<file path="src/rtl/conv_window_scheduler.sv">
// conv_window_scheduler: counts rows landed in a (KER+1)-row line buffer and
// issues one window descriptor per (out_y, out_x, fmap) in raster order.
// Optional feature macro: WIN_SCHED_PERF_EN enables the perf_stall_cnt counter.
module conv_window_scheduler #(
    parameter int unsigned IN_X     = 32,
    parameter int unsigned IN_Y     = 32,
    parameter int unsigned KER      = 5,
    parameter int unsigned STRIDE_X = 1,
    parameter int unsigned STRIDE_Y = 1,
    parameter int unsigned NFMAPS   = 6,
    localparam int unsigned OUT_X   = (IN_X - KER) / STRIDE_X + 1,
    localparam int unsigned OUT_Y   = (IN_Y - KER) / STRIDE_Y + 1,
    localparam int unsigned AW      = $clog2(IN_X),
    localparam int unsigned FW      = (NFMAPS > 1) ? $clog2(NFMAPS) : 1,
    localparam int unsigned XW      = (OUT_X > 1) ? $clog2(OUT_X) : 1,
    localparam int unsigned YW      = (OUT_Y > 1) ? $clog2(OUT_Y) : 1,
    localparam int unsigned RW      = $clog2(KER + 2)
) (
    input  logic          clk,
    input  logic          rst,
    input  logic          start,
    input  logic          abort,
    input  logic          lb_row_done,
    output logic          lb_hold,
    output logic          lb_flush,
    output logic          win_valid,
    input  logic          win_ready,
    output logic [AW-1:0] win_col,
    output logic [FW-1:0] win_fmap,
    output logic          win_last,
    output logic [XW-1:0] out_x,
    output logic [YW-1:0] out_y,
    output logic          busy,
    output logic          frame_done,
    output logic          overrun,
    output logic [15:0]   perf_stall_cnt
);

    typedef enum logic [1:0] {S_IDLE, S_FILL, S_ISSUE, S_DONE} state_t;

    state_t        state;
    logic [RW-1:0] rows_avail;
    logic [RW-1:0] rows_nxt;
    logic          hs;
    logic          f_last;
    logic          x_last;
    logic          y_last;
    logic          row_end;
    logic          row_inc;
    logic [FW-1:0] nx_fmap;
    logic [XW-1:0] nx_x;
    logic [YW-1:0] nx_y;
    logic [AW-1:0] nx_col;
    logic          nx_last;

    assign hs      = win_valid & win_ready;
    assign f_last  = (win_fmap == FW'(NFMAPS - 1));
    assign x_last  = (out_x == XW'(OUT_X - 1));
    assign y_last  = (out_y == YW'(OUT_Y - 1));
    assign row_end = hs & f_last & x_last;
    assign lb_hold = (rows_avail == RW'(KER + 1));
    assign row_inc = lb_row_done & (state != S_IDLE) & ~lb_hold;

    // Next raster position after a handshake, and the line-buffer occupancy update
    always_comb begin
        nx_fmap = win_fmap;
        nx_x    = out_x;
        nx_y    = out_y;
        nx_col  = win_col;
        if (hs) begin
            if (f_last) begin
                nx_fmap = '0;
                if (x_last) begin
                    nx_x   = '0;
                    nx_col = '0;
                    if (!y_last) begin
                        nx_y = out_y + YW'(1);
                    end
                end else begin
                    nx_x   = out_x + XW'(1);
                    nx_col = win_col + AW'(STRIDE_X);
                end
            end else begin
                nx_fmap = win_fmap + FW'(1);
            end
        end
        nx_last  = (nx_fmap == FW'(NFMAPS - 1)) && (nx_x == XW'(OUT_X - 1)) && y_last;
        rows_nxt = rows_avail + RW'(row_inc) - (row_end ? RW'(STRIDE_Y) : RW'(0));
    end

    // Frame sequencer: fill, issue, done, with abort overriding everything
    always_ff @(posedge clk or posedge rst) begin
        if (rst) begin
            state      <= S_IDLE;
            rows_avail <= '0;
            win_valid  <= 1'b0;
            win_col    <= '0;
            win_fmap   <= '0;
            win_last   <= 1'b0;
            out_x      <= '0;
            out_y      <= '0;
            busy       <= 1'b0;
            lb_flush   <= 1'b0;
            frame_done <= 1'b0;
            overrun    <= 1'b0;
        end else begin
            lb_flush   <= 1'b0;
            frame_done <= 1'b0;
            if (abort && state != S_IDLE) begin
                state      <= S_IDLE;
                busy       <= 1'b0;
                lb_flush   <= 1'b1;
                win_valid  <= 1'b0;
                win_last   <= 1'b0;
                rows_avail <= '0;
                win_col    <= '0;
                win_fmap   <= '0;
                out_x      <= '0;
                out_y      <= '0;
            end else begin
                case (state)
                    S_IDLE: begin
                        if (start && !abort) begin
                            state      <= S_FILL;
                            busy       <= 1'b1;
                            lb_flush   <= 1'b1;
                            rows_avail <= '0;
                            win_col    <= '0;
                            win_fmap   <= '0;
                            out_x      <= '0;
                            out_y      <= '0;
                            overrun    <= 1'b0;
                        end
                    end
                    S_FILL: begin
                        rows_avail <= rows_nxt;
                        if (rows_avail >= RW'(KER)) begin
                            state     <= S_ISSUE;
                            win_valid <= 1'b1;
                            win_last  <= f_last & x_last & y_last;
                        end
                    end
                    S_ISSUE: begin
                        rows_avail <= rows_nxt;
                        win_fmap   <= nx_fmap;
                        out_x      <= nx_x;
                        out_y      <= nx_y;
                        win_col    <= nx_col;
                        if (row_end) begin
                            win_valid <= 1'b0;
                            win_last  <= 1'b0;
                            if (y_last) begin
                                state      <= S_DONE;
                                frame_done <= 1'b1;
                            end else begin
                                state <= S_FILL;
                            end
                        end else begin
                            win_last <= nx_last;
                        end
                    end
                    default: begin
                        rows_avail <= rows_nxt;
                        state      <= S_IDLE;
                        busy       <= 1'b0;
                    end
                endcase
                if (state != S_IDLE && lb_row_done && lb_hold) begin
                    overrun <= 1'b1;
                end
            end
        end
    end

`ifdef WIN_SCHED_PERF_EN
    // Saturating count of busy cycles without a descriptor handshake
    always_ff @(posedge clk or posedge rst) begin
        if (rst) begin
            perf_stall_cnt <= 16'h0;
        end else if (state == S_IDLE && start && !abort) begin
            perf_stall_cnt <= 16'h0;
        end else if (state != S_IDLE && !hs && perf_stall_cnt != 16'hFFFF) begin
            perf_stall_cnt <= perf_stall_cnt + 16'h1;
        end
    end
`else
    assign perf_stall_cnt = 16'h0;
`endif

endmodule

</file>
<file path="config.mk">
export PLATFORM = sky130hd
export DESIGN_NAME = conv_window_scheduler
export DESIGN_NICKNAME = d
export VERILOG_FILES = /design/src/rtl/conv_window_scheduler.sv
export SDC_FILE = /design/constraint.sdc
export NUM_CORES = 1
export LEC_CHECK = 0
export BUFFER_PORTS_ARGS = -buffer_cell sky130_fd_sc_hd__buf_2
export CAP_MARGIN = 10
export CORE_AREA = 4 4 56 78
export DETAILED_ROUTE_END_ITERATION = 8
export DIE_AREA = 0 0 60 82
export GPL_TIMING_DRIVEN = 0
export PLACE_DENSITY = 0.93
export SLEW_MARGIN = 10
export SYNTH_ARGS = -nofsm -noshare
export SYNTH_HDL_FRONTEND = slang
export SYNTH_SLANG_ARGS = --single-unit
</file>
<file path="constraint.sdc">
create_clock -name clk -period 4.06 [get_ports clk]
set_input_delay 0.203 -clock clk [delete_from_list [all_inputs] [get_ports clk]]
set_output_delay 0.203 -clock clk [all_outputs]
set_load 0.01 [all_outputs]
</file>
==> results_dict.tcl <==
set metrics [dict create \
    wl_per_cell_microns 16.70 \
    syn_inst 214 \
    synth_seq_area_share_pct 35.39 \
    ant_nets 0 \
    drive_above_1_share_pct 27.82 \
    place_area_sq_mm 0.002305 \
    cts_setup_buffers 0 \
    wirelength_mm 5.144 \
    path_cells "inv_1, ha_1, buf_4, clkbuf_1, or3b_2, ha_1, inv_1, ha_1, inv_1, fa_1, xnor2_1, a22o_1" \
    drtPass1Iterations 4 \
    status "completed" \
    skew_ps 7.350 \
    cts.clk_slew.worst_paths_ps 70 \
    switching_share_pct 42.17 \
    syn_area_sq_mm 0.002051 \
    synth_cell_types 59 \
    vias 1894 \
    cts_resized 0 \
    drt-vias-per-instance 6.149 \
    crit_family "adder cells" \
    setup_viol 0 \
    path_max_fanout 10 \
    fp.dieW_microns 60 \
    hold_viol 0 \
    ys_top_cells_by_count "dfrtp_1 (29), buf_4 (19), nand3_1 (11), o21ai_0 (11)" \
    ys_warn_count 0 \
    cts_made_buffers 5 \
    diodes 0 \
    synth-edff-count 0 \
    clock-root-buffer "clkbuf_8" \
    synth_top_cell_area_share_pct 35.39 \
    cap_violations 0 \
    placementRows 26 \
    initialDrtViolationCount 76 \
    worst_ir_drop_vdd_mv 0.3612 \
    placedCellCount 300 \
    grt_use_total_pct 23.58 \
    hold_path_class "in2async" \
    h-tree-depth 2 \
    p_sw_mw 0.4586 \
    hold_slack_ps 38.43 \
    drc 0 \
    fin_crit_sh_pct 73.62 \
    initial_core_util_pct 56.28 \
    end_kind "flop" \
    synth.avg_cell_area_sq_um 9.583 \
    intPower_mw 0.6289 \
    die_h_microns 82 \
    grt.overflow.total 0 \
    timing.setup.tns_ps 0 \
    syn2layout_area_growth_pct 16.29 \
    num_io_pins 47 \
    grt_antenna_before_repair 0 \
    cp.buffers_inverters 5 \
    p_comb_share_pct 43.7 \
    postLayoutCellArea_sq_mm 0.002385 \
    grt_pass1_wl_mm 8.735 \
    start_kind "flop" \
    p_leak_nw 1.202 \
    worstPathRequired_ps 4240 \
    slew_viol_final 0 \
    max_slew.worst_pin.slew_ps 1054 \
    crit_path_top_delay_cell "or3b_2" \
    numPortBuffers 29 \
    crit_type "reg2reg" \
    clkPwrFrac_pct 21.4 \
    yosys-top-cells-area "dfrtp_1 (35%), buf_4 (7.0%), ha_1 (6.1%), a31oi_1 (2.7%), nand3_1 (2.7%)" \
    clkLatencyLatePin_ps 290 \
    core-area_sq_mm 0.003643 \
    hold_buffers 0 \
    post-route-min-period_ps 2989 \
    cts_buffer_depth 2 \
    slew_headroom_pct 29.27 \
    slowest_delay_ps 520 \
    nets 282 \
    seqPwrFrac_pct 35.0 \
    cts.sinks 29 \
    stdcell_count 308 \
    rsz0062_at_grt "no" \
    cp.arrival_ps 3170 \
    synth_ff_type "dfrtp_1" \
    cts_tree "done" \
    yosys.area.top_type "dfrtp_1" \
    synth_most_common_cell "dfrtp_1" \
    grt_pass1_vias 1897 \
    fill_cells 302 \
    grt_max_degree 30 \
    yosys_register_bits 29 \
    max_clock_freq_mhz 334.6 \
    dp_hpwl_mm 3.687 \
    power_density_mw_per_mm2 456.0 \
    routabilityCongestion 0.9152 \
    die-area_sq_mm 0.004920 \
    synthArstFlopShare_pct 100.0 \
]
## final timing paths
path / from / to / slack, ps / cells after the start
min reg2reg: win_last / win_last / 520 / 2
max in group asynchronous: rst / out_y[3] / 3540 / 2
min: rst / out_y[2] / 40 / 2
min in group clk: abort / rows_avail[1] / 230 / 2
max reg2reg: state[0] / rows_avail[2] / 1070 / 12
max: state[0] / rows_avail[2] / 1070 / 12
## cells in the final DEF, fill, tap and decap left out, types with 4 or more instances in the layout
master / n
buf_2: 32
dfrtp_1: 29
buf_4: 19
conb_1: 16
nand3_1: 11
o21ai_0: 11
ha_1: 10
inv_1: 9
a31oi_1: 9
nand2_1: 8
o31ai_1: 5
nor2_1: 5
nor2b_1: 5
o21ai_1: 5
nor3_1: 5
a21oi_1: 5
clkbuf_8: 5
clkbuf_1: 4
nand2b_1: 4
a32o_1: 4
and3_1: 4
nand4_1: 4
## worst reg2reg max path, cell delays in order, from the launching register on
cell and delay (ps):
dfrtp_1 460, inv_1 100, ha_1 200, buf_4 170
clkbuf_1 220, or3b_2 520, ha_1 280, inv_1 60
ha_1 130, inv_1 50, fa_1 380, xnor2_1 150
a22o_1 180
## registers in the layout, summed over array words and instances, names as in the netlist
| name | cells |
|---|---|
| busy | 1 |
| frame_done | 1 |
| lb_flush | 1 |
| out_x | 5 |
| out_y | 5 |
| overrun | 1 |
| rows_avail | 3 |
| state | 2 |
| win_col | 5 |
| win_fmap | 3 |
| win_last | 1 |
| win_valid | 1 |
## layer usage
| layer | global-route usage (%) | up-vias | wire length, microns |
|---|---|---|---|
| met4 | 16.19 | 0 | 210 |
| met1 | 26.75 | 898 | 1926 |
| met2 | 38.64 | 97 | 2652 |
| met5 | 0 | - | 0 |
| met3 | 5.031 | 20 | 354 |
| li1 | - | 879 | - |
## per-stage QoR
step	total power [mW]	setup slack, ps	utilization (%)
floorplan	0.7197	1362	-
global placement	0.8289	1204	63.26
detailed placement	0.8457	1141	63.26
CTS	1.083	1092	65.45
global route	1.164	957.7	65.45
finish	1.087	1071	65.45
## layout make-up
class                           instances  area [sq um]  area share (%)
Multi-Input combinational cell        166          1179           49.42
Sequential cell                        29         725.7           30.43
Buffer                                 23         161.4           6.768
Timing Repair Buffer                   29         145.1           6.086
Clock buffer                            8         80.08           3.358
Tap cell                               42         52.55           2.204
Inverter                               11         41.29           1.731
## power groups by stage
stage | clock (mW) | combinational [mW] | sequential, mW
floorplan | 0 | 0.333 | 0.387
global placement | 0 | 0.448 | 0.381
detailed placement | 0 | 0.461 | 0.385
CTS | 0.237 | 0.467 | 0.380
global route | 0.252 | 0.525 | 0.387
finish | 0.232 | 0.475 | 0.380
## logic make-up after synthesis
logic type | count (synthesis) | share of synthesized area, %
other | 1 | 0.1829
DFF | 29 | 35.39
muxes | 4 | 2.074
and+or+nand+nor | 72 | 23.31
AOI/OAI and AO/OA | 62 | 21.66
buffers and inverters | 34 | 9.884
adders and majority gates | 11 | 7.078
xor gates and xnor gates | 1 | 0.4272
No activity file was read; power rests on OpenSTA's default activity.
